--- config.mk ---
export PLATFORM = sky130hd
export DESIGN_NAME = reg_serializer
export DESIGN_NICKNAME = d
export VERILOG_FILES = /design/src/rtl/reg_serializer_pkg.sv /design/src/rtl/reg_serializer_register.sv /design/src/rtl/reg_serializer.sv
export SDC_FILE = /design/constraint.sdc
export NUM_CORES = 1
export LEC_CHECK = 0
export BUFFER_PORTS_ARGS = -buffer_cell sky130_fd_sc_hd__buf_2
export CAP_MARGIN = 20
export CORE_MARGIN = 3
export CORE_UTILIZATION = 47
export CTS_BUF_LIST = sky130_fd_sc_hd__clkbuf_4 sky130_fd_sc_hd__clkbuf_8 sky130_fd_sc_hd__clkbuf_16
export CTS_CLUSTER_DIAMETER = 150
export DETAILED_ROUTE_END_ITERATION = 12
export GPL_TIMING_DRIVEN = 0
export PLACE_DENSITY = 0.75
export REMOVE_ABC_BUFFERS = 1
export SLEW_MARGIN = 20
export SYNTH_ARGS = -nofsm -noshare
export SYNTH_HDL_FRONTEND = slang
export SYNTH_SLANG_ARGS = --single-unit
--- constraint.sdc ---
create_clock -name clk -period 1.7 [get_ports clk]
set_clock_uncertainty 0.15 [all_clocks]
set_input_delay 0.17 -clock clk [delete_from_list [all_inputs] [get_ports clk]]
set_output_delay 0.17 -clock clk [all_outputs]
set_load 0.02 [all_outputs]
--- src/rtl/reg_serializer_pkg.sv ---
// Shared types and constants for the parallel-to-serial shifter.
package reg_serializer_pkg;

   typedef enum logic {
      SER_IDLE  = 1'b0,
      SER_SHIFT = 1'b1
   } ser_state_e;

   localparam logic SER_LSB_FIRST = 1'b0;
   localparam logic SER_MSB_FIRST = 1'b1;

   localparam int SER_DATA_WIDTH_DEFAULT = 16;

   // Counter holds "bits remaining minus 1", so $clog2 of the width suffices.
   function automatic int ser_cnt_width(input int data_width);
      return (data_width < 2) ? 1 : $clog2(data_width);
   endfunction

   localparam int SER_CNT_W_DEFAULT = ser_cnt_width(SER_DATA_WIDTH_DEFAULT);

endpackage

--- src/rtl/reg_serializer_register.sv ---
// General-purpose register: synchronous clear, parallel load, and
// single-bit shift right (ir enters MSB) / shift left (il enters LSB).
module register #(
   parameter int WIDTH = 16
) (
   input  logic             clk,
   input  logic             rst_n,
   input  logic             cl,
   input  logic             ld,
   input  logic             sr,
   input  logic             sl,
   input  logic             ir,
   input  logic             il,
   input  logic [WIDTH-1:0] d,
   output logic [WIDTH-1:0] q
);

   logic [WIDTH-1:0] q_q;
   logic [WIDTH-1:0] q_d;

   // Priority: clear, then load, then right shift, then left shift.
   always_comb begin
      q_d = q_q;
      if (cl) begin
         q_d = '0;
      end else if (ld) begin
         q_d = d;
      end else if (sr) begin
         q_d = {ir, q_q[WIDTH-1:1]};
      end else if (sl) begin
         q_d = {q_q[WIDTH-2:0], il};
      end
   end

   always_ff @(posedge clk or negedge rst_n) begin
      if (!rst_n) begin
         q_q <= '0;
      end else begin
         q_q <= q_d;
      end
   end

   assign q = q_q;

endmodule

--- src/rtl/reg_serializer.sv ---
// Parallel-to-serial shifter: takes one word over valid/ready and emits it
// one bit per accepted beat, LSB-first or MSB-first.
module reg_serializer
   import reg_serializer_pkg::*;
#(
   parameter int DATA_WIDTH = SER_DATA_WIDTH_DEFAULT
) (
   input  logic                  clk,
   input  logic                  rst_n,
   input  logic                  cl,
   input  logic [DATA_WIDTH-1:0] in,
   input  logic                  in_valid,
   input  logic                  msb_first,
   output logic                  in_ready,
   output logic                  out_bit,
   output logic                  out_valid,
   input  logic                  out_ready,
   output logic                  out_last,
   output ser_state_e            state_dbg,
   output logic [DATA_WIDTH-1:0] shreg_dbg
);

   localparam int CNT_W = ser_cnt_width(DATA_WIDTH);

   // Handshakes: a transfer happens on a rising edge where valid and ready
   // are both high; valid never depends combinationally on ready.
   ser_state_e             state_q, state_d;
   logic [CNT_W-1:0]       cnt_q, cnt_d;
   logic                   dir_q, dir_d;
   logic [DATA_WIDTH-1:0]  shreg_q;
   logic                   accept;
   logic                   beat;

   assign in_ready  = (state_q == SER_IDLE);
   assign out_valid = (state_q == SER_SHIFT);
   assign accept    = in_valid & in_ready;
   assign beat      = out_valid & out_ready;

   assign out_bit   = out_valid & ((dir_q == SER_MSB_FIRST) ? shreg_q[DATA_WIDTH-1]
                                                            : shreg_q[0]);
   assign out_last  = out_valid & (cnt_q == '0);

   // The register gives clear priority over load, so an abort wins.
   register #(
      .WIDTH (DATA_WIDTH)
   ) u_shreg (
      .clk   (clk),
      .rst_n (rst_n),
      .cl    (cl),
      .ld    (accept),
      .sr    (beat & (dir_q == SER_LSB_FIRST)),
      .sl    (beat & (dir_q == SER_MSB_FIRST)),
      .ir    (1'b0),
      .il    (1'b0),
      .d     (in),
      .q     (shreg_q)
   );

   always_comb begin
      state_d = state_q;
      cnt_d   = cnt_q;
      dir_d   = dir_q;
      if (cl) begin
         state_d = SER_IDLE;
         cnt_d   = '0;
         dir_d   = SER_LSB_FIRST;
      end else begin
         case (state_q)
            SER_IDLE: begin
               if (accept) begin
                  state_d = SER_SHIFT;
                  cnt_d   = CNT_W'(DATA_WIDTH - 1);
                  dir_d   = msb_first;
               end
            end
            SER_SHIFT: begin
               // The final beat leaves instead of decrementing, so cnt never wraps.
               if (out_ready) begin
                  if (cnt_q == '0) begin
                     state_d = SER_IDLE;
                  end else begin
                     cnt_d = cnt_q - CNT_W'(1);
                  end
               end
            end
            default: state_d = SER_IDLE;
         endcase
      end
   end

   always_ff @(posedge clk or negedge rst_n) begin
      if (!rst_n) begin
         state_q <= SER_IDLE;
         cnt_q   <= '0;
         dir_q   <= SER_LSB_FIRST;
      end else begin
         state_q <= state_d;
         cnt_q   <= cnt_d;
         dir_q   <= dir_d;
      end
   end

   assign state_dbg = state_q;
   assign shreg_dbg = shreg_q;

endmodule

==> impl_results.md, run 1 <==
- Status: finished, violations left
- Failing checks: setup timing
- Slew Viols, Final: 0
- Maxcap violations: 0
- Sequential fraction of the synthesis area: 34.40%
- RD Place Congestion: 0.7795
- Site Rows: 20
- Fin nets: 241
- Fin Setup TNS: -0.2375 ns
- DRT antenna net count: 0
- Area delta synth->final: 25.18%
- Mux contribution to synthesized area: 3.987%
- CTS root buf: clkbuf_4
- Synth area leaders: dfrtp_1 (34%), a221o_1 (7.5%), nand3b_1 (6.6%)
- Pwr/cell area: 727.7 nW/µm²
- Final period util: 111.8%
- Final hold violation count: 0
- Total wire length: about 4500 µm
- Final core occ: 63.53%
- CTS tree: yes
- # diodes: 0
- Total grt overflow: 0
- Initial DRC Count: roughly 120
- Fraction of layout cells with a size suffix above 1: 38.43%
- Minimum clock period: between 1.5 and 2 ns
- Worst R2R Setup Slack: -0.03 ns
- CTS clk-pin slew, worst paths: 0.13 ns
- Post-Synth Simple-Gate Area: 31.20%
- Metal3 WL: ~300 µm
- Die Footprint: 4141 µm²
- Vias in the first global route: 1490
- Clk sink count: 22
- Clock buffer count from CTS: 3
- Setup Crit Path Kind: register to primary output
- Cell variety after synth: 37
- IO Port Bufs: 42
- Synthesized area per cell: 9.583 µm²
- Adder-cell share of the synthesized area: 1.564%
- Top Metal Used: met4
- Largest net degree at the start of global routing: 26
- Prevailing post-synth register cell: dfrtp_1
- RSZ-0062 raised after global routing: true
- Top cell type's share of synthesized area: between 30 and 40%
- Worst slew pin tran: 0.5303 ns
- Total track usage: 21.74%
- First-pass GRT wire length: a little over 7000 µm
- DR WL/cell: 17.43 µm
- Deepest clock path buffer count: 2
- Remaining DRCs: 0
- # H-tree levels: 1
- Hold Path Class: primary input to register
- Avg Vias per Cell: 5.915
- Met2 WL post-DR: 2240 µm
- Initial antenna violation count: 0
- Required @ worst endpoint: 1.38 ns
- Crit start category: register
- Worst Path Arrival: 1.58 ns
- Initial Utilization: 50.75%
- Worst Path Max Fanout: 2
- Peak supply drop: approximately 0.00036 V
- I/O pin cnt: 43
- Latest clock arrival within the worst-skew pair: 0.32 ns
- Synth Area in Compound Gates: approximately a fifth
- Worst slew margin: 64.65%
- Cells after Synth: 167
- DRT Pass-1 Iters: 4
- Final HPWL DP: 2531 µm
- DRT met1 WL: 1950 µm
- P_leak: between 0.9 and 1 nW
- Total number of vias: 1538
- Synth area leader: dfrtp_1
- Synthesis-stage register bit count: 22
- Die height: 64.35 µm
- Setup crit end kind: primary output
- Async set-reset flop share out of synthesis: 100.0%
- XOR/XNOR Fraction of Synth Area: 0%
- Synthesized area: approximately 1600 µm²
- Final setup fails: 3
- Main combinational cell family by area after synthesis: simple AND/OR/NAND/NOR gates
- Synth warnings: 0
- Fmax achieved: 525.9 MHz
- Final Worst Setup Slack: -0.2014 ns
- # fillers: around 270
- Die Span X: ~64 µm
- Number of enable flip-flop cells after synthesis: 0
- Placeable Area: 3153 µm²
==> worst max-delay path, stage by stage, from the launching register on <==
cell	delay, ns
dfrtp_1	0.42
inv_2	0.09
ha_4	0.13
or3b_4	0.39
nor2_4	0.11
buf_6	0.12
==> kinds of logic after synthesis <==
| logic type | after synthesis |
|---|---|
| AO/OA/AOI/OAI | 42 |
| adder cells (fa/ha/maj) | 2 |
| buffers and inverters | 24 |
| flip-flops | 22 |
| multiplexers | 5 |
| AND/OR/NAND/NOR | 72 |
==> repair_timing <==
action,CTS,global route
gates resized for setup,15,5
endpoints found under the setup margin,26,18
buffers inserted,12,8
pin swaps,2,1
hold buffers,2,0
endpoints found under the hold margin,23,0
==> final timing paths <==
check / startpoint / to / depth (start not counted)
hold / removal: in[6] / u_shreg.q[6]$_DFFE_PN0P_ / 3
setup / recovery: cnt_q[1]$_DFFE_PN0P_ / out_last / 5
setup reg to reg: cnt_q[1]$_DFFE_PN0P_ / cnt_q[1]$_DFFE_PN0P_ / 6
hold reg to reg: u_shreg.q[12]$_DFFE_PN0P_ / u_shreg.q[12]$_DFFE_PN0P_ / 2
max in group asynchronous: rst_n / dir_q$_DFFE_PN0P_ / 2
min in group asynchronous: rst_n / u_shreg.q[9]$_DFFE_PN0P_ / 2
==> per-layer routing <==
layer | GRT usage (%) | vias to the layer above
li1 | - | 716
met1 | 27.82 | 753
met2 | 36.08 | 63
met3 | 4.394 | 6
met4 | 7.916 | 0
met5 | 0 | -
==> synthesized netlist by cell type, types with 2 or more instances <==
library cell	instances
dfrtp_1	22
a21oi_1	16
nand2_1	15
nand3b_1	14
nor2b_1	14
a221o_1	12
and4bb_1	8
a211oi_1	6
buf_2	6
buf_6	6
nor2_1	6
inv_1	5
clkbuf_1	4
buf_4	3
mux2i_1	3
nor4bb_1	3
a221oi_1	2
ha_1	2
o31ai_1	2
==> power breakdown <==
| group | internal, mW | total, mW | switching (mW) |
|---|---|---|---|
| clock | 0.131 | 0.304 | 0.173 |
| sequential | 0.570 | 0.627 | 0.0562 |
| combinational | 0.251 | 0.527 | 0.276 |
==> sequential cells by signal, summed over array words and instances, names as in the netlist <==
register and count:
cnt_q 4, u_shreg.q 16, dir_q 1, out_valid 1
==> final cells by class <==
cell class | instances | area, µm² | area share [%]
Multi-Input combinational cell | 121 | 947.2 | 47.28
Sequential cell | 22 | 558.0 | 27.86
Timing Repair Buffer | 64 | 387.9 | 19.36
Tap cell | 44 | 55.05 | 2.748
Clock buffer | 4 | 36.28 | 1.811
Inverter | 5 | 18.77 | 0.9369
==> stage by stage <==
step	power (mW)	area [µm²]	setup slack (ns)	instances	hold slack, ns
CTS	1.420	1929	-0.1978	252	0.01840
finish	1.458	2003	-0.2014	260	0.02133
global route	1.542	2003	-0.2706	260	0.01063
detailed placement	1.044	1732	-0.3168	234	0.02790
global placement	1.030	1730	-0.6400	234	0.02281
floorplan	0.8898	1465	-0.6196	148	-0.2756
==> layout by cell type, fill, tap and decap left out, drive strengths merged <==
cell	instances
a211oi	6
mux2	1
buf	61
or3	1
nand2b	2
a21oi	16
a221o	12
a22oi	1
and2	1
dfrtp	22
a221oi	2
nand4bb	1
nor4bb	3
clkbuf	5
o21ai	1
a311oi	1
nand2	16
ha	2
o31a	1
nor2b	14
dlygate4sd3	2
nand3	1
nor3b	1
and3b	1
o31ai	2
nor2	6
nand3b	14
mux2i	4
inv	5
or3b	1
and4bb	9
nor3	1
Power figures use the tool's default switching activity.
==> run 2: changes to the inputs <==
Settings changed: ABC_AREA from default to 1, CORE_UTILIZATION 47 to 45.
==> run 2 against run 1 <==
The flow now finishes without violations. Cell count increased by 8.1%. Routed wire length decreased by 33%. Synthesized area decreased by 14%.
==> impl_results.md, run 2 <==
- Prevailing post-synth register cell: dfrtp_1
- Status: finished clean
- Area delta synth->final: 19.80%
- P_leak: 0.9675 nW
- Initial antenna violation count: 0
- Synthesized area: 1371 µm²
- RSZ-0062 raised after global routing: true
- CTS tree: yes
- Setup crit end kind: primary output
- Top Metal Used: met4
- Avg Vias per Cell: 4.900
- Kind of cell adding the most delay to the critical path: flip-flops
- Met2 WL post-DR: 1397 µm
- Metal3 WL: around 150 µm
- Synthesized area per cell: 6.593 µm²
- Slowest-stage cell, CP: dfrtp_1
- Worst R2R Setup Slack: ~0.12 ns
- Setup Crit Path Kind: register to primary output
- Pwr/cell area: ~800 nW/µm²
- Placeable Area: ~2800 µm²
- Reg-to-reg critical path endpoint: cnt_q[2]$_DFFE_PN0P_
- I/O pin cnt: 43
- DRT Pass-1 Iters: 4
- Maxcap violations: 0
- Pre-CTS WS: -0.1071 ns
- Final period util: about 95%
- Worst slew margin: between 60% and 70%
- Vias in the first global route: 1175
- Most numerous cell in the Yosys netlist: nand2_1
- Die height: 61.20 µm
- Required @ worst endpoint: ~1.4 ns
- Initial Utilization: about half
- Largest net degree at the start of global routing: 34
- Final Worst Setup Slack: 0.07902 ns
- Worst path bufs/invs: 2
- Deepest clock path buffer count: 2
- Die Span X: 61.20 µm
- Number of enable flip-flop cells after synthesis: 0
- Synth top cells by count: nand2_1 (98), nor2_1 (36), dfrtp_1 (22)
- Final setup fails: 0
- Cells after Synth: around 210
- Top cell type's share of synthesized area: between 40 and 50%
- Most frequent cells in the layout: nand2_1 (98), buf_2 (41), nor2_1 (35), dfrtp_1 (21), nand3_1 (17)
- Site Rows: 19
- Slew Viols, Final: 0
- Crit start category: register
- Worst Setup EP: out_last
- Synth area leader: dfrtp_1
- Worst-path cell chain: inv_2 > ha_1 > nand3_2 > nor2_1 > buf_4
- First-pass GRT wire length: 5002 µm
- CTS root buf: clkbuf_4
- Initial DRC Count: 64
- Fin nets: 276
- Worst setup startpoint: cnt_q[0]$_DFFE_PN0P_
- Final core occ: 58.07%
- Synthesis-stage register bit count: 22
- # H-tree levels: 1
- WP depth: 5
- Die Footprint: 3745 µm²
- RD Place Congestion: 0.8168
- DR WL/cell: 10.83 µm
- # fillers: 279
- Reg2reg path depth: 7
- Peak supply drop: 0.0003122 V
- Remaining DRCs: 0
- Clock buffer count from CTS: 3
- Fmax achieved: between 600 and 700 MHz
- CTS clk-pin slew, worst paths: between 0.1 and 0.15 ns
- Total grt overflow: 0
- Clk sink count: 22
- Minimum clock period: 1.621 ns
- Total number of vias: 1377
- Final hold violation count: 0
- DRT met1 WL: ~1500 µm
- Latest clock arrival within the worst-skew pair: 0.30 ns
- Total track usage: 17.51%
- Synth warnings: 0
- Worst Path Arrival: roughly 1.3 ns
- Max reg flops: 16
- Final HPWL DP: 2083 µm
- Async set-reset flop share out of synthesis: 100.0%
- IO Port Bufs: 42
- Reg-to-reg critical path startpoint: out_valid$_DFF_PN0_
- Sequential fraction of the synthesis area: between 40% and 50%
- Total wire length: between 3000 and 4000 µm
- Synth area leaders: dfrtp_1 (40%), nand2_1 (27%), nor2_1 (9.9%)
- Worst Path Max Fanout: 4
- Cell variety after synth: 17
- Worst slew pin tran: 0.4961 ns
- Hold Path Class: primary input to register
- DRT antenna net count: 0
- Commonest non-fill, non-tap cell in the layout: nand2_1
- # diodes: 0
- CP peak stage delay: 0.40 ns
- Fraction of layout cells with a size suffix above 1: about a quarter
-- run 2: stage by stage --
step	area (µm²)	cells	hold WS, ns	total power [mW]	TNS [ns]
finish	1643	281	0.01390	1.312	0
CTS	1609	278	0.007770	1.301	0
detailed placement	1553	273	0.01723	1.058	-0.7838
global route	1643	281	0.05351	1.414	-0.06127
floorplan	1304	200	-0.2756	0.9170	-2.139
global placement	1553	273	0.01869	1.053	-0.6176
-- run 2: cell families after synthesis --
family	after synthesis	share of synthesized area, %
AO/OA/AOI/OAI	7	2.738
buffers and inverters	19	7.938
adder cells (fa/ha/maj)	2	1.825
flip-flops	22	40.15
AND/OR/NAND/NOR	158	47.35
-- run 2: worst min-delay path by stage --
stage,cells past startpoint,slack [ns],to,from
global route,5,0.05,u_shreg.q[0]$_DFFE_PN0P_,in[0]
floorplan,0,-0.28,cnt_q[0]$_DFFE_PN0P_,rst_n
CTS,5,0.008,u_shreg.q[0]$_DFFE_PN0P_,in[0]
global placement,1,0.02,u_shreg.q[6]$_DFFE_PN0P_,rst_n
finish,5,0.01,u_shreg.q[0]$_DFFE_PN0P_,in[0]
detailed placement,1,0.02,u_shreg.q[6]$_DFFE_PN0P_,rst_n
-- run 2: layer usage --
metal	up-vias	track usage [%]
met5	-	0
li1	719	-
met1	614	25.00
met4	0	4.334
met3	4	2.096
met2	40	28.25
-- run 2: repair_timing --
item	in CTS	in global routing
hold endpoints to repair	23	0
resized for setup	4	4
endpoints found under the setup margin	21	22
pin swaps	0	2
setup buffers	0	3
hold buffers	2	0
cloned	0	0
-- run 2: final cells by class --
class                           count  area (µm²)  area share (%)
Multi-Input combinational cell    167       733.2           44.63
Inverter                           11       41.29           2.513
Clock buffer                        3       22.52           1.371
Tap cell                           31       38.79           2.361
Sequential cell                    22       551.8           33.59
Timing Repair Buffer               47       255.2           15.54
-- run 2: where the power goes --
| group | switching (mW) | total, mW | leakage, nW | internal [mW] |
|---|---|---|---|---|
| logic | 0.273 | 0.432 | 0.668 | 0.158 |
| clock network | 0.150 | 0.232 | 0.0138 | 0.0825 |
| registers | 0.0632 | 0.648 | 0.286 | 0.585 |
-- run 2: tightest hold or removal path, cell delays in order --
cell,delay (ns)
buf_2,0.07
nand2_1,0.04
nand2_1,0.06
nand2_1,0.04
nand2_1,0.05
==> run 3: changes to the inputs <==
--- a/constraint.sdc
+++ b/constraint.sdc
@@ -4,2 +4,2 @@
 set_output_delay 0.17 -clock clk [all_outputs]
-set_load 0.02 [all_outputs]
+set_load 0.01 [all_outputs]
==> run 3 against run 2 <==
Global-route usage is the same. Clock power grew 2%. Clock-buffer cell count stayed put. Critical path type unchanged. Largest power group unchanged. Non-clock buffer count down 2. Sequential power about the same. Cell count down 0.71%. Worst setup slack better by 0.0046 ns. Final area down 1.1%. Routed wire length is essentially flat. Largest cell class unchanged.
==> impl_results.md, run 3 (synthesized netlist as in run 2, its figures left out) <==
- Status: finished clean
- Die Span X: a little over 60 µm
- Worst Path Max Fanout: 4
- Maxcap violations: 0
- Final period util: 95.08%
- CTS root buf: clkbuf_4
- P_leak: 0.9597 nW
- Hold Path Class: primary input to register
- Total number of vias: between 1000 and 1500
- Pwr/cell area: 774.3 nW/µm²
- Commonest non-fill, non-tap cell in the layout: nand2_1
- Setup Crit Path Kind: register to primary output
- RD Place Congestion: around 0.82
- Area of the multi-input gates: 733.2 µm²
- Non-filler instance count after layout: 279
- Latest clock arrival within the worst-skew pair: 0.30 ns
- # H-tree levels: 1
- Final Worst Setup Slack: 0.08361 ns
- DRT antenna net count: 0
- Worst-path cell chain: inv_2 > ha_1 > nand3_2 > nor2_1 > buf_2
- Pre-CTS WS: -0.1071 ns
- Kind of cell adding the most delay to the critical path: flip-flops
- Worst Path Arrival: between 1 and 1.5 ns
- Total track usage: 17.51%
- Area delta synth->final: 18.52%
- Fmax achieved: 618.7 MHz
- I/O pin cnt: 43
- Fin nets: 274
- First-pass GRT wire length: 5002 µm
- Worst path bufs/invs: 2
- Crit start category: register
- Remaining DRCs: 0
- Final core occ: 57.45%
- Slew Viols, Final: 0
- CTS tree: yes
- Total wire length: 3046 µm
- Initial antenna violation count: 0
- DRT Pass-1 Iters: 4
- RSZ-0062 raised after global routing: true
- Total grt overflow: 0
- Setup crit end kind: primary output
- Minimum clock period: approximately 1.6 ns
- Peak supply drop: 0.0003041 V
- Fraction of layout cells with a size suffix above 1: 23.79%
- CTS clk-pin slew, worst paths: 0.11 ns
- Vias in the first global route: about 1200
- Sequential cell area: 551.8 µm²
- Final hold violation count: 0
- Initial Utilization: a little under 50%
- Deepest clock path buffer count: 2
- Final setup fails: 0
- Slowest-stage cell, CP: dfrtp_1
- Final HPWL DP: 2083 µm
- Required @ worst endpoint: 1.38 ns
- Clock buffer count from CTS: 3
- # fillers: between 200 and 300
- # diodes: 0
- Worst slew margin: about two thirds
- Initial DRC Count: around 90
- CP peak stage delay: 0.42 ns
- Avg Vias per Cell: 4.828
- Placed cell count: 273
- DR WL/cell: 10.92 µm
- Worst slew pin tran: 0.4964 ns
- Site Rows: 19
- IO Port Bufs: 42
- Die Footprint: 3745 µm²
- Max reg flops: 16
- Most frequent cells in the layout: nand2_1 (98), buf_2 (42), nor2_1 (35), dfrtp_1 (21), nand3_1 (17)
- Clk sink count: 22
- Largest net degree at the start of global routing: 34
- Total power: 1.259 mW
- Placeable Area: 2829 µm²
- Die height: roughly 60 µm
## run 3: cell types whose count changed in the layout (fill, tap and decap cells not counted), sizes merged
cell and delta:
buf -2
## run 3: power breakdown
| part | internal [mW] | switching, mW |
|---|---|---|
| Sequential | 0.585 | 0.0601 |
| Clock | 0.0826 | 0.153 |
| Combinational | 0.146 | 0.232 |
| Total | 0.813 | 0.446 |
## run 3: routing by layer
metal,share of wire [%],GRT usage [%],vias to the layer above
met2,46,28.25,32
met3,4.1,2.096,4
met1,49,25.00,597
met5,0,0,-
li1,-,-,714
met4,0.98,4.334,0
## run 3: tightest hold or removal path, cell delays in order
cell and delay, ns:
buf_2 0.07, nand2_1 0.04, nand2_1 0.05, nand2_1 0.04, nand2_1 0.05
## run 3: final cells by class
type,count,area share (%)
well taps,31,2.386
repair buffers,45,14.63
inverters,11,2.540
flip-flops and latches,22,33.95
multi-input cells,167,45.11
clock buffers,3,1.386
## run 3: final timing paths
kind	to	start	cells past startpoint	slack, ns
min in group asynchronous	u_shreg.q[6]$_DFFE_PN0P_	rst_n	2	0.20
setup / recovery	out_last	cnt_q[0]$_DFFE_PN0P_	5	0.08
hold reg to reg	cnt_q[1]$_DFFE_PN0P_	cnt_q[1]$_DFFE_PN0P_	2	0.37
max in group asynchronous	out_valid$_DFF_PN0_	rst_n	2	0.83
hold / removal	u_shreg.q[0]$_DFFE_PN0P_	in[0]	5	0.009
setup reg to reg	cnt_q[2]$_DFFE_PN0P_	out_valid$_DFF_PN0_	7	0.18
## run 3: timing repair
action                                 4_1_cts  5_1_grt
hold buffers                                 2        0
cloned                                       0        0
setup endpoints to repair                   20       22
resized for setup                            2        4
endpoints found under the hold margin       23        0
setup buffers                                0        1
## run 3: stage by stage
stage          hold slack (ns)  setup TNS [ns]  instance area, µm²
4_1_cts               0.007770               0                1607
3_5_place_dp           0.01723         -0.7838                1553
6_report              0.008600               0                1625
2_1_floorplan          -0.2756               0                1304
5_1_grt                0.05351        -0.02406                1625
3_3_place_gp           0.01869         -0.6176                1553
